`src/rtl/spi_target.sv`:
```
// rtl/spi_target.sv - SPI mode-0 target with one-entry RX/TX byte buffers
module spi_target #(
    parameter logic [7:0] TxIdleByte = 8'hFF,
    parameter int          SyncStages = 2
) (
    input  logic       clk_sys_i,
    input  logic       rst_sys_ni,
    input  logic       spi_sck_i,
    input  logic       spi_cs_ni,
    input  logic       spi_copi_i,
    output logic       spi_cipo_o,
    output logic       spi_cipo_en_o,
    output logic [7:0] rx_data_o,
    output logic       rx_valid_o,
    input  logic       rx_ready_i,
    output logic       rx_overflow_o,
    input  logic [7:0] tx_data_i,
    input  logic       tx_valid_i,
    output logic       tx_ready_o,
    output logic       tx_underflow_o,
    output logic       active_o
);

    typedef enum logic {IDLE, SELECTED} state_t;

    logic [SyncStages-1:0] sck_sync, cs_sync, copi_sync;
    logic                  sck_q, cs_q;
    logic                  sck_s, cs_s, copi_s;
    logic                  sck_rise, sck_fall, cs_rise, cs_fall;
    state_t                state_q, state_d;
    logic [2:0]            bit_cnt;
    logic [6:0]            rx_shift;
    logic [6:0]            tx_shift;
    logic [7:0]            hold_data;
    logic                  hold_valid;
    logic                  start, stop, rise_ev, fall_ev, load, byte_done;
    logic [7:0]            load_byte, rx_byte;

    assign sck_s  = sck_sync[SyncStages-1];
    assign cs_s   = cs_sync[SyncStages-1];
    assign copi_s = copi_sync[SyncStages-1];

    assign sck_rise = sck_s & ~sck_q;
    assign sck_fall = ~sck_s & sck_q;
    assign cs_fall  = ~cs_s & cs_q;
    assign cs_rise  = cs_s & ~cs_q;

    // Deselect takes priority over any SCK edge seen in the same cycle.
    assign start     = (state_q == IDLE) & cs_fall;
    assign stop      = (state_q == SELECTED) & cs_rise;
    assign rise_ev   = (state_q == SELECTED) & ~cs_rise & sck_rise;
    assign fall_ev   = (state_q == SELECTED) & ~cs_rise & sck_fall;
    assign load      = start | (fall_ev & (bit_cnt == 3'd0));
    assign byte_done = rise_ev & (bit_cnt == 3'd7);
    assign load_byte = hold_valid ? hold_data : TxIdleByte;
    assign rx_byte   = {rx_shift, copi_s};

    assign tx_ready_o    = ~hold_valid;
    assign active_o      = (state_q == SELECTED);
    assign spi_cipo_en_o = (state_q == SELECTED);

    // Synchronisers for the pad inputs plus history flops for edge detection.
    always_ff @(posedge clk_sys_i or negedge rst_sys_ni) begin
        if (!rst_sys_ni) begin
            sck_sync  <= '0;
            cs_sync   <= '1;
            copi_sync <= '0;
            sck_q     <= 1'b0;
            cs_q      <= 1'b1;
        end else begin
            sck_sync  <= {sck_sync[SyncStages-2:0], spi_sck_i};
            cs_sync   <= {cs_sync[SyncStages-2:0], spi_cs_ni};
            copi_sync <= {copi_sync[SyncStages-2:0], spi_copi_i};
            sck_q     <= sck_s;
            cs_q      <= cs_s;
        end
    end

    // Selection state register.
    always_ff @(posedge clk_sys_i or negedge rst_sys_ni) begin
        if (!rst_sys_ni) state_q <= IDLE;
        else             state_q <= state_d;
    end

    // Selection follows the synchronised chip select edges.
    always_comb begin
        state_d = state_q;
        case (state_q)
            IDLE:     if (cs_fall) state_d = SELECTED;
            SELECTED: if (cs_rise) state_d = IDLE;
            default:  state_d = IDLE;
        endcase
    end

    // TX holding register: a load only sees what was registered before this cycle.
    always_ff @(posedge clk_sys_i or negedge rst_sys_ni) begin
        if (!rst_sys_ni) begin
            hold_data  <= 8'h00;
            hold_valid <= 1'b0;
        end else if (load && hold_valid) begin
            hold_valid <= 1'b0;
        end else if (tx_valid_i && !hold_valid) begin
            hold_data  <= tx_data_i;
            hold_valid <= 1'b1;
        end
    end

    // TX shifter: load on selection and byte boundaries, shift on SCK falls.
    always_ff @(posedge clk_sys_i or negedge rst_sys_ni) begin
        if (!rst_sys_ni) begin
            tx_shift       <= 7'h00;
            spi_cipo_o     <= 1'b0;
            tx_underflow_o <= 1'b0;
        end else begin
            tx_underflow_o <= 1'b0;
            if (stop) begin
                spi_cipo_o <= 1'b0;
            end else if (load) begin
                tx_shift       <= load_byte[6:0];
                spi_cipo_o     <= load_byte[7];
                tx_underflow_o <= ~hold_valid;
            end else if (fall_ev) begin
                tx_shift   <= {tx_shift[5:0], 1'b0};
                spi_cipo_o <= tx_shift[6];
            end
        end
    end

    // RX shifter, bit counter and one-entry RX buffer with overflow detection.
    always_ff @(posedge clk_sys_i or negedge rst_sys_ni) begin
        if (!rst_sys_ni) begin
            bit_cnt       <= 3'd0;
            rx_shift      <= 7'h00;
            rx_data_o     <= 8'h00;
            rx_valid_o    <= 1'b0;
            rx_overflow_o <= 1'b0;
        end else begin
            rx_overflow_o <= 1'b0;
            if (rx_valid_o && rx_ready_i) rx_valid_o <= 1'b0;
            if (start || stop) begin
                bit_cnt <= 3'd0;
            end else if (rise_ev) begin
                bit_cnt  <= bit_cnt + 3'd1;
                rx_shift <= rx_byte[6:0];
                if (byte_done) begin
                    if (!rx_valid_o || rx_ready_i) begin
                        rx_data_o  <= rx_byte;
                        rx_valid_o <= 1'b1;
                    end else begin
                        rx_overflow_o <= 1'b1;
                    end
                end
            end
        end
    end

endmodule
```
`config.mk`:
```
export PLATFORM = sky130hd
export DESIGN_NAME = spi_target
export DESIGN_NICKNAME = d
export VERILOG_FILES = /design/src/rtl/spi_target.sv
export SDC_FILE = /design/constraint.sdc
export NUM_CORES = 1
export LEC_CHECK = 0
export BUFFER_PORTS_ARGS = -buffer_cell sky130_fd_sc_hd__buf_2
export CELL_PAD_IN_SITES_DETAIL_PLACEMENT = 0
export CELL_PAD_IN_SITES_GLOBAL_PLACEMENT = 2
export CORE_MARGIN = 4
export CORE_UTILIZATION = 30
export CTS_CLUSTER_SIZE = 20
export DETAILED_ROUTE_END_ITERATION = 7
export PLACE_DENSITY = 0.69
export SYNTH_ARGS = -nofsm -noshare
export SYNTH_HDL_FRONTEND = slang
export SYNTH_SLANG_ARGS = --single-unit
export TNS_END_PERCENT = 50
```
`constraint.sdc`:
```
create_clock -name clk_sys_i -period 3.8 [get_ports clk_sys_i]
set_input_delay 0.76 -clock clk_sys_i [delete_from_list [all_inputs] [get_ports clk_sys_i]]
set_output_delay 0.76 -clock clk_sys_i [all_outputs]
set_load 0.01 [all_outputs]
```
==> metrics.md, run 1 <==
| Metric | Value |
|---|---|
| Status | `completed` |
| CTS sink cnt | `47` |
| Routed wl met2 | `1.578 mm` |
| Vias in the first global route | `1266` |
| Max-slew violations | `0` |
| Rows | `28` |
| Xor/xnor share of the synthesized area | `0%` |
| CP max FO | `11` |
| CTS tree | `built` |
| Worst-margin pin slew | `about 1.0 ns` |
| Die Wd | `87.65 um` |
| DR top layer | `met4` |
| YS warnings | `0` |
| Mapped Area | `1903 um2` |
| Drt initial violations | `53` |
| Final net count | `205` |
| WS Path Type | `flop to flop` |
| Fillers | `614` |
| Syn-to-layout area delta | `16.30%` |
| Max VDD drop | `219.7 uV` |
| Initial antenna violation count | `0` |
| Hold Crit Endpoint | `copi_sync[1]` |
| R2r setup slk | `1.69 ns` |
| Die ar. | `7682 um2` |
| Hold path cells | `0` |
| Initial Utilization | `a little under a third` |
| Mux cell area share after synthesis | `9.467%` |
| Area share of fa/ha/maj cells after synthesis | `1.972%` |
| GR Overflow Total | `0` |
| Met1 Wirelength | `1.436 mm` |
| Min-delay src | `copi_sync[0]` |
| Critical path endpoint category | `flop` |
| Crit path arrival time | `2.29 ns` |
| TNS Setup | `0 ns` |
| Worst-path clk slew | `around 0.080 ns` |
| Area of the core | `6026 um2` |
| DR vias/cell | `4.646` |
| Antenna Nets Post-Route | `0` |
| RSZ-0062 raised after global routing | `false` |
| IO buf count | `29` |
| Number of synthesized register bits | `47` |
| Final hold violation count | `0` |
| Largest net degree at the start of global routing | `between 40 and 50` |
| Top delay family on crit path | `simple AND/OR/NAND/NOR gates` |
| CP max stage cell | `dfstp_2` |
| Fmax achieved | `474.1 MHz` |
| Detailed placement HPWL | `2.355 mm` |
| PD cells | `roughly 580 nW/um2` |
| Placer congestion estimate | `0.7067` |
| FF+latch area | `~1200 um2` |
| Reg2reg end | `rx_data_o[2]` |
| Layout cells sized above 1 | `29.26%` |
| Hold WC Path Type | `flop to flop` |
| Critical Path RT | `slightly below 4 ns` |
| Post-Syn Nets | `175` |
| Post-synthesis compound-gate area fraction | `6.706%` |
| First-pass GRT wire length | `about 5.9 mm` |
| R2R depth | `4` |
| Max incr delay on CP | `0.58 ns` |
| Tmin final | `2.109 ns` |
| Simple-Gate Fraction of Synth Area | `16.83%` |
| Number of max-cap violations | `0` |
| Post-synth cell types | `34` |
| N_diodes | `0` |
| Worst path cell trace | `nor2b_1 > nor3_2 > nand3_2 > mux2_1` |
| Buffer and inverter count on the worst path | `0` |
| WL/cell | `12.25 um` |
| Skew-Pair Late Insertion Delay | `about 0.29 ns` |
| Type of origin of the critical path | `flop` |
| CTS max path bufs | `2` |
| Drt pass-1 iters | `4` |
| Tcrit/Tclk final | `a little under three fifths` |
| Syn avg cell area | `12.12 um2` |
| DR vias | `1222` |
| # IOs | `30` |
| Sequential share of the synthesized area | `62.00%` |
| H-Tree Level Count | `2` |
| Met3 Wirelength | `roughly 160 um` |
| Die Ht | `87.65 um` |
| Multi-input combinational cell area | `665.6 um2` |
| Total GRT Usage | `9.937%` |
| WL final | `3.223 mm` |
| Cells after synthesis | `157` |
| Postcts setup bufs | `0` |
| CTS buffer count | `5` |
| Drt drc | `0` |
| Relative slew slack | `31.93%` |
| CTS Root Cell | `clkbuf_8` |
| Final setup vio count | `0` |
| P_leak | `between 1 and 1.5 nW` |
| Hold_buf cts | `0` |
| R2R Path Start | `cs_q` |
| Clock skew | `0.003983 ns` |
| Finished Core Util | `approximately 37%` |
| Largest family of logic cells by synthesized area | `simple AND/OR/NAND/NOR gates` |
| Post-cts gate resize count | `0` |
==> how the worst max path moves through the flow <==
stage                     slack (ns)  startpoint  depth (start not counted)           end
final                           1.69        cs_q                          4  rx_data_o[2]
after CTS                       1.64        cs_q                          4  rx_data_o[5]
after global routing            1.45        cs_q                          4  rx_data_o[7]
after floorplan                 2.15  tx_valid_i                          3  hold_data[0]
after detailed placement        1.66        cs_q                          4  rx_data_o[5]
after global placement          1.75        cs_q                          4  rx_data_o[3]
==> routing by layer <==
metal / up-vias / GRT usage (%)
li1: 592 / -
met2: 25 / 16.30
met5: - / 0
met1: 600 / 12.13
met3: 5 / 2.728
met4: 0 / 4.603
==> registers in the layout, summed over array words and instances, names as in the netlist, 2 cells and up <==
register / cells
cs_sync: 2
hold_data: 8
sck_sync: 2
tx_shift: 7
bit_cnt: 3
copi_sync: 2
rx_shift: 7
rx_data_o: 8
==> Yosys cell counts <==
cell	instances	share of area [%]
a211oi_2	1	0.66
a21o_1	1	0.39
a21oi_1	1	0.26
a22o_1	2	0.92
a31oi_2	1	0.66
and2_4	1	0.46
and3b_4	1	0.66
and4bb_1	1	0.66
buf_2	1	0.26
buf_4	2	0.79
buf_6	2	1.2
clkbuf_1	1	0.20
clkinv_1	1	0.20
dfrtp_1	44	58
dfstp_2	3	4.1
ha_1	3	2.0
inv_1	2	0.39
mux2_1	8	4.7
mux2_2	8	4.7
nand2_1	33	6.5
nand2b_1	2	0.66
nand3_1	2	0.53
nand3_2	1	0.53
nor2_1	9	1.8
nor2b_1	3	0.99
nor3_1	7	1.8
nor3_2	1	0.53
nor3b_1	1	0.39
nor3b_2	1	0.66
o21ai_0	3	0.79
o21ai_1	1	0.26
o31ai_1	7	2.8
or2_1	1	0.33
or3_1	1	0.33
==> layout make-up <==
cell class	count	share of cell area [%]
Multi-Input combinational cell	101	30.07
Inverter	3	0.5088
Clock buffer	6	3.731
Tap cell	75	4.240
Timing Repair Buffer	29	6.557
Clock inverter	2	1.583
Sequential cell	47	53.31
==> report_power, final <==
group | total (mW) | switching (mW) | internal, mW
Combinational | 0.223 | 0.114 | 0.109
Sequential | 0.685 | 0.0715 | 0.614
Clock | 0.373 | 0.160 | 0.213
Total | 1.28 | 0.345 | 0.935
==> worst register-to-register path, cell delays in order (launching register included) <==
cell and delay (ns):
dfstp_2 0.58, nor2b_1 0.08, nor3_2 0.58, nand3_2 0.36, mux2_1 0.40
==> placed cells by master, fill, tap and decap left out, drive strengths merged <==
master / netlist / routed
nor3b: 2 / 2
nor2: 9 / 9
nor2b: 3 / 3
and4bb: 1 / 1
o31ai: 7 / 7
o21ai: 4 / 4
buf: 5 / 29
and2: 1 / 1
and3b: 1 / 1
nand2: 33 / 33
mux2: 16 / 16
or2: 1 / 1
a21oi: 1 / 1
nand2b: 2 / 2
dfrtp: 44 / 44
a21o: 1 / 1
bufinv: 0 / 1
nand3: 3 / 3
a211oi: 1 / 1
a22o: 2 / 2
clkinv: 1 / 2
dfstp: 3 / 3
inv: 2 / 2
ha: 3 / 3
a31oi: 1 / 1
clkbuf: 1 / 6
or3: 1 / 1
nor3: 8 / 8
==> logic make-up after synthesis <==
| family | Yosys count |
|---|---|
| flops | 47 |
| mux | 16 |
| buf+inv | 9 |
| compound gates | 17 |
| simple gates | 65 |
| fa+ha+maj | 3 |
==> per-stage QoR <==
step	cell area [um2]	setup WS, ns	hold WS (ns)	total power [mW]	std cells
global placement	2096	1.750	0.3335	0.9123	255
finish	2213	1.691	0.3545	1.281	263
detailed placement	2096	1.662	0.3362	0.9264	255
floorplan	1903	2.150	0.3312	0.8570	157
global route	2213	1.455	0.3650	1.379	263
CTS	2213	1.645	0.3567	1.307	263
Power figures use the tool's default switching activity.
==> run 2, diff against run 1 <==
- PLACE_DENSITY: 0.69 -> 0.72
- clock period: 3.8 -> 1.7 ns (I/O delays scaled with it)
==> run 2 against run 1 <==
- die area is the same
- final cell count up 2.7%
- wire length up 6.1%
- critical endpoint is now rx_data_o[3]
- largest power group unchanged
==> metrics.md, run 2 (same netlist as run 1, synthesis figures left out) <==
| Metric | Value |
|---|---|
| Largest net degree at the start of global routing | `18` |
| Design area | `2293 um2` |
| # IOs | `30` |
| Layout cells sized above 1 | `31.79%` |
| Worst-margin pin slew | `between 0.3 and 0.4 ns` |
| Tcrit/Tclk final | `93.64%` |
| Area of the core | `6026 um2` |
| Skew-Pair Late Insertion Delay | `~0.29 ns` |
| PD cells | `around 1300 nW/um2` |
| Fillers | `612` |
| Postcts setup bufs | `0` |
| Max-slew violations | `0` |
| Hold_ws | `0.1419 ns` |
| Drt initial violations | `21` |
| CTS sink cnt | `47` |
| Type of origin of the critical path | `flop` |
| Worst path cell trace | `nor2b_1 > nor3_2 > nand3_4 > mux2_1` |
| Placer congestion estimate | `about 0.7` |
| Number of max-cap violations | `0` |
| N_diodes | `0` |
| Status | `completed` |
| DP Area | `2141 um2` |
| Final net count | `212` |
| Total GRT Usage | `10.16%` |
| DR vias/cell | `4.537` |
| WL/cell | `12.67 um` |
| CTS buffer count | `5` |
| Commonest non-fill, non-tap cells in the layout | `dfrtp_1 (44), nand2_1 (33), buf_2 (29)` |
| Final hold violation count | `0` |
| Die ar. | `~7700 um2` |
| Initial Utilization | `31.58%` |
| Drt pass-1 iters | `4` |
| Rows | `28` |
| IO buf count | `29` |
| Die Wd | `87.65 um` |
| Crit path arrival time | `1.77 ns` |
| CTS Root Cell | `clkbuf_8` |
| GR Overflow Total | `0` |
| Hold WC Path Type | `primary input to flop` |
| Antenna Nets Post-Route | `0` |
| Clock skew | `0.005971 ns` |
| Relative slew slack | `76.18%` |
| Fmax achieved | `628.2 MHz` |
| Drt drc | `0` |
| Max VDD drop | `485.4 uV` |
| CTS tree | `built` |
| Final std cells w/o fill | `between 200 and 300` |
| Critical path endpoint category | `flop` |
| Top delay family on crit path | `flip-flops` |
| Top Registers | `hold_data x8, rx_data_o x8` |
| WS Path Type | `flop to flop` |
| Critical Path RT | `1.88 ns` |
| Inst Count DP | `between 200 and 300` |
| Max incr delay on CP | `roughly 0.59 ns` |
| Initial antenna violation count | `0` |
| H-Tree Level Count | `2` |
| CP max stage cell | `dfstp_2` |
| WL final | `3.421 mm` |
| CTS max path bufs | `2` |
| Detailed placement HPWL | `~2.6 mm` |
| Final setup vio count | `0` |
| Most common cell after layout, fill and taps aside | `dfrtp_1` |
| DR vias | `1225` |
| Die Ht | `87.65 um` |
| Tmin final | `1.592 ns` |
| Worst-path clk slew | `roughly 0.080 ns` |
| First-pass GRT wire length | `approximately 6 mm` |
| TNS Setup | `0 ns` |
| Buffer and inverter count on the worst path | `0` |
| CP max FO | `8` |
| Vias in the first global route | `roughly 1400` |
| Syn-to-layout area delta | `20.51%` |
| P_leak | `~1.1 nW` |
## run 2: final timing paths
path	from	endpoint	slack, ns	cells past startpoint
setup reg to reg	cs_q	rx_data_o[3]	0.11	4
setup / recovery	cs_q	rx_data_o[3]	0.11	4
min in group asynchronous	rst_sys_ni	rx_data_o[7]	0.48	2
hold reg to reg	copi_sync[0]	copi_sync[1]	0.35	0
max in group asynchronous	rst_sys_ni	tx_shift[2]	0.66	3
hold / removal	spi_cs_ni	cs_sync[0]	0.14	1
## run 2: metrics by stage
step	worst slack, ns	utilization [%]	power [mW]
global placement	0.1034	35.53	2.062
floorplan	0.1842	-	1.916
global route	-0.001923	38.06	3.123
finish	0.1082	38.06	2.915
CTS	0.02199	37.65	2.960
detailed placement	0.02239	35.53	2.103
## run 2: repair_timing
| item | in CTS | in global routing |
|---|---|---|
| gates resized for setup | 0 | 4 |
| setup endpoints to repair | 0 | 17 |
| hold endpoints to repair | 11 | 0 |
| hold buffers | 1 | 0 |
## run 2: final cells by class
class | instances | area [um2] | share of cell area [%]
clock buffer | 6 | 82.58 | 3.601
clock inverter | 2 | 35.03 | 1.528
inverter | 3 | 11.26 | 0.4910
multi-input combinational | 101 | 690.7 | 30.11
sequential | 47 | 1180 | 51.45
tap | 75 | 93.84 | 4.092
timing repair buffer | 36 | 200.2 | 8.729
## run 2: routing by layer
layer	vias up	global-route usage (%)	share of wire, %	wire (um)
li1	605	-	-	-
met3	4	3.293	5.6	190
met5	-	0	0	0
met4	0	3.347	0.94	32
met2	26	17.05	47	1623
met1	590	12.34	46	1575
## run 2: power by group
part / total (mW) / switching [mW] / internal [mW]
Combinational: 0.543 / 0.272 / 0.271
Sequential: 1.53 / 0.161 / 1.37
Clock: 0.838 / 0.363 / 0.476
Total: 2.92 / 0.796 / 2.12
